[src/rtl/instruction_fetch_queue.sv]
// Fetch front end: owns the fetch PC and program memory, and prefetches {pc, instr} pairs into a DEPTH-entry FIFO.
// Optional performance counters (fetched_count, flush_count) are enabled by defining FETCH_PERF_EN.
module instruction_fetch_queue #(
  parameter int              XLEN       = 32,
  parameter int              DEPTH      = 4,
  parameter int              PMEM_WORDS = 64,
  parameter logic [XLEN-1:0] RESET_PC   = '0
) (
  input  logic                         clk,
  input  logic                         reset,
  input  logic                         fetch_en,
  input  logic                         redirect_valid,
  input  logic [XLEN-1:0]              redirect_pc,
  input  logic                         out_ready,
  output logic                         out_valid,
  output logic [XLEN-1:0]              out_pc,
  output logic [XLEN-1:0]              out_instr,
  output logic [$clog2(DEPTH+1)-1:0]   count
`ifdef FETCH_PERF_EN
  ,
  output logic [31:0]                  fetched_count,
  output logic [31:0]                  flush_count
`endif
);

  localparam int PTR_W = $clog2(DEPTH);
  localparam int CNT_W = $clog2(DEPTH+1);
  localparam int IDX_W = $clog2(PMEM_WORDS);
  localparam logic [CNT_W-1:0] FULL = CNT_W'(DEPTH);

  // Loaded hierarchically by the surrounding core/bench; no write port.
  logic [XLEN-1:0] program_memory [PMEM_WORDS];

  logic [XLEN-1:0] pc_store    [DEPTH];
  logic [XLEN-1:0] instr_store [DEPTH];

  logic [XLEN-1:0]  fetch_pc_reg, fetch_pc_next;
  logic [PTR_W-1:0] rd_ptr_reg, rd_ptr_next;
  logic [PTR_W-1:0] wr_ptr_reg, wr_ptr_next;
  logic [CNT_W-1:0] count_reg, count_next;
  logic [XLEN-1:0]  fetch_word;
  logic             pop;
  logic             push;

  assign fetch_word = program_memory[fetch_pc_reg[2 +: IDX_W]];
  assign pop        = (count_reg != '0) & out_ready;
  // A full queue can still accept a push when the head leaves in the same cycle.
  assign push       = fetch_en & ~redirect_valid & ((count_reg < FULL) | pop);

  always_comb begin
    fetch_pc_next = fetch_pc_reg;
    rd_ptr_next   = rd_ptr_reg;
    wr_ptr_next   = wr_ptr_reg;
    count_next    = count_reg;
    if (redirect_valid) begin
      fetch_pc_next = redirect_pc & ~XLEN'(3);
      rd_ptr_next   = '0;
      wr_ptr_next   = '0;
      count_next    = '0;
    end else begin
      if (push) begin
        fetch_pc_next = fetch_pc_reg + XLEN'(4);
        wr_ptr_next   = wr_ptr_reg + PTR_W'(1);
      end
      if (pop) begin
        rd_ptr_next = rd_ptr_reg + PTR_W'(1);
      end
      if (push && !pop) begin
        count_next = count_reg + CNT_W'(1);
      end else if (pop && !push) begin
        count_next = count_reg - CNT_W'(1);
      end
    end
  end

  always_ff @(posedge clk or negedge reset) begin
    if (!reset) begin
      fetch_pc_reg <= RESET_PC;
      rd_ptr_reg   <= '0;
      wr_ptr_reg   <= '0;
      count_reg    <= '0;
    end else begin
      fetch_pc_reg <= fetch_pc_next;
      rd_ptr_reg   <= rd_ptr_next;
      wr_ptr_reg   <= wr_ptr_next;
      count_reg    <= count_next;
    end
  end

  // Entry storage carries no reset: contents are only observed while counted valid.
  always_ff @(posedge clk) begin
    if (push) begin
      pc_store[wr_ptr_reg]    <= fetch_pc_reg;
      instr_store[wr_ptr_reg] <= fetch_word;
    end
  end

  assign out_valid = (count_reg != '0);
  assign out_pc    = pc_store[rd_ptr_reg];
  assign out_instr = instr_store[rd_ptr_reg];
  assign count     = count_reg;

`ifdef FETCH_PERF_EN
  logic [31:0] fetched_count_reg;
  logic [31:0] flush_count_reg;

  // Counters survive redirects; only reset clears them.
  always_ff @(posedge clk or negedge reset) begin
    if (!reset) begin
      fetched_count_reg <= '0;
      flush_count_reg   <= '0;
    end else begin
      if (push) fetched_count_reg <= fetched_count_reg + 32'd1;
      if (redirect_valid) flush_count_reg <= flush_count_reg + 32'd1;
    end
  end

  assign fetched_count = fetched_count_reg;
  assign flush_count   = flush_count_reg;
`endif

endmodule
[config.mk]
export PLATFORM = sky130hd
export DESIGN_NAME = instruction_fetch_queue
export DESIGN_NICKNAME = d
export VERILOG_FILES = /design/src/rtl/instruction_fetch_queue.sv
export SDC_FILE = /design/constraint.sdc
export NUM_CORES = 1
export LEC_CHECK = 0
export CORE_MARGIN = 2
export CORE_UTILIZATION = 40
export CTS_CLUSTER_SIZE = 25
export DETAILED_ROUTE_END_ITERATION = 10
export REMOVE_ABC_BUFFERS = 1
export SKIP_CTS_REPAIR_TIMING = 1
export SLEW_MARGIN = 20
export SYNTH_ARGS = -nofsm -noshare
export SYNTH_HDL_FRONTEND = slang
export SYNTH_SLANG_ARGS = --single-unit
[constraint.sdc]
create_clock -name clk -period 4.2 [get_ports clk]
set_clock_uncertainty 0.15 [all_clocks]
set_input_delay 0.84 -clock clk [delete_from_list [all_inputs] [get_ports clk]]
set_output_delay 0.84 -clock clk [all_outputs]
set_load 0.1 [all_outputs]
==> flow_metrics.env <==
export IMPL_fillers=1473
export IMPL_place_detailed_hpwl_um=8780
export IMPL_numPortBuffers=68
export IMPL_period_minus_slack_ns=3.27
export IMPL_first_global_vias=4155
export IMPL_grt_max_degree=38
export IMPL_nets=578
export IMPL_dieHeight_um=135
export IMPL_start_util_pct=41.1
export IMPL_grt_pass1_wl_um=22600
export IMPL_powerDensity_mw_per_mm2=665
export IMPL_cap_violations=0
export IMPL_cts_tree="done"
export IMPL_grtUsageMet2_pct=27.2
export IMPL_die_area_mm2=0.0182
export IMPL_wl_per_cell_um=18.4
export IMPL_tns_ns=0
export IMPL_ys_warn_count=0
export IMPL_setup_viol=0
export IMPL_max_freq_mhz=306
export IMPL_grtUsageMet3_pct=3.72
export IMPL_drt_iter0_markers=280
export IMPL_layout_commonest_cell="edfxtp_1"
export IMPL_max_clock_path_buffers=2
export IMPL_path_clk_slew_ns=0.06
export IMPL_critPathRequiredTime_ns=3.21
export IMPL_status="finished, final reports clean"
export IMPL_regArea_mm2=0.00453
export IMPL_reg2reg_slack_ns=1.77
export IMPL_synth_flop_cell="edfxtp_1"
export IMPL_routed_wl_um=14100
export IMPL_cp_cell_sequence="buf_12 > mux4_2 > buf_4"
export IMPL_p_leak_nw=2.82
export IMPL_crit_family="flip-flops"
export IMPL_root_buffer="clkbuf_16"
export IMPL_worst_setup_path_start_kind="flip-flop"
export IMPL_place_congestion=0.798
export IMPL_rows=47
export IMPL_ir_drop_mv=0.492
export IMPL_max_stage_delay_ns=0.79
export IMPL_ys_seq_area_share_pct=65.9
export IMPL_synth_seq_cells=157
export IMPL_synth_edf_count=120
export IMPL_min_path_type="in2async"
export IMPL_final_core_util_pct=49.0
export IMPL_clk_latency_ns=0.42
export IMPL_drive_gt1_share_pct=19.4
export IMPL_firstDrtPassIters=5
export IMPL_syn_avg_cell_area_um2=14.9
export IMPL_hold_violations=0
export IMPL_diodes=0
export IMPL_avgViaCountPerCell=5.31
export IMPL_layout_common_cells="edfxtp_1 (120), buf_4 (39), clkdlybuf4s50_1 (37)"
export IMPL_met1_usage_pct=22.0
export IMPL_crit_slowest_cell="dfrtp_2"
export IMPL_num_vias=4070
export IMPL_crit_arrival_ns=2.28
export IMPL_ys_async_sr_fraction_pct=23.6
export IMPL_core_mm2=0.0167
export IMPL_largest_reg_flops=120
export IMPL_worstSetupPathType="reg2out"
export IMPL_fin_crit_sh_pct=77.9
export IMPL_multi_input_area_mm2=0.00207
export IMPL_boundaryPins=105
export IMPL_syn_inst=461
export IMPL_relSlewSlack_pct=35.0
export IMPL_numCtsBuffers=17
export IMPL_critPathCaptureType="output pin"
export IMPL_drc_errors=0
export IMPL_rsz0062_at_grt="no"
export IMPL_postRouteAntennaNets=0
export IMPL_grt_overflow_total=0
export IMPL_grt_total_usage_pct=16.7
export IMPL_drv_slew=0
export IMPL_netlist_area_mm2=0.00687
export IMPL_critPathMaxFanout=18
export IMPL_area_delta_synth_final_pct=19.1
export IMPL_busiest_layer="met2"
export IMPL_critPathBufInv=2
export IMPL_synth_cell_types=46
export IMPL_htree_levels=4
export IMPL_cts_sinks=157
export IMPL_die_x_um=135
export IMPL_tightest_slew_ns=0.972
export IMPL_antenna_found_initial=0
==> routing by layer <==
layer	vias up	share of wire, %
met5	-	0
met4	0	1.7
met3	17	5.8
met2	140	49
met1	2038	44
li1	1875	-
==> area by class of cell <==
| cell class | instances | area share (%) |
|---|---|---|
| Clock buffer | 19 | 5.29 |
| Clock inverter | 12 | 1.48 |
| Inverter | 11 | 0.505 |
| Multi-Input combinational cell | 269 | 25.3 |
| Sequential cell | 157 | 55.4 |
| Tap cell | 220 | 3.36 |
| Timing Repair Buffer | 79 | 8.65 |
==> final timing paths <==
check                                  endpoint  cells past startpoint        startpoint
worst max register to register         count[2]                      6          count[2]
worst max-delay path                 out_pc[14]                      3     rd_ptr_reg[0]
min in group clk                pc_store[0][31]                      0  fetch_pc_reg[31]
max in group asynchronous         rd_ptr_reg[0]                      1             reset
worst min-delay path                   count[0]                      1             reset
worst min register to register  pc_store[0][31]                      0  fetch_pc_reg[31]
==> cell families (layout without fill, tap and decap cells) <==
logic type / after synthesis / in the layout / share of synthesized area, %
muxes: 31 / 31 / 9.98
AOI/OAI and AO/OA: 57 / 57 / 5.55
and+or+nand+nor: 129 / 129 / 9.87
buffers and inverters: 68 / 121 / 5.68
adders and majority gates: 6 / 6 / 1.20
other: 1 / 34 / 0.0546
DFF: 157 / 157 / 65.9
xor gates and xnor gates: 12 / 12 / 1.73
==> metrics by stage <==
stage / hold slack [ns] / total power, mW / instance area [um^2] / setup slack (ns) / cells
global route: 0.430 / 5.64 / 8180 / 0.782 / 767
detailed placement: 0.391 / 4.05 / 7630 / 0.890 / 736
global placement: 0.382 / 4.03 / 7630 / 0.927 / 736
finish: 0.384 / 5.44 / 8180 / 0.928 / 767
CTS: 0.405 / 5.50 / 8180 / 0.843 / 767
floorplan: 0.338 / 3.58 / 6650 / 0.936 / 437
==> synthesized netlist by cell type (3+ instances only) <==
cell type | instances | area, um^2
buf_1 | 5 | 18.8
nand2_1 | 27 | 101
o31ai_1 | 12 | 90.1
or2_2 | 4 | 25.0
nand4_1 | 11 | 68.8
clkbuf_1 | 17 | 63.8
xor2_1 | 4 | 35.0
nor3_1 | 3 | 15.0
or4_1 | 12 | 90.1
a31oi_1 | 19 | 119
ha_1 | 5 | 62.6
nand3_1 | 14 | 70.1
and2_1 | 5 | 31.3
edfxtp_1 | 120 | 3600
nor2_1 | 29 | 109
inv_1 | 11 | 41.3
buf_4 | 34 | 255
dfrtp_1 | 37 | 926
nor4_1 | 7 | 43.8
xnor2_1 | 7 | 61.3
and3_1 | 3 | 18.8
mux4_2 | 30 | 676
o311ai_0 | 4 | 35.0
o21ai_0 | 13 | 65.1
or3_1 | 7 | 43.8
==> report_power, final <==
part,leakage (nW),internal [mW],total [mW],switching [mW]
Sequential,1.52,1.81,1.97,0.161
Combinational,1.03,0.536,2.03,1.49
Clock,0.263,0.864,1.44,0.577
Power figures use the tool's default switching activity.
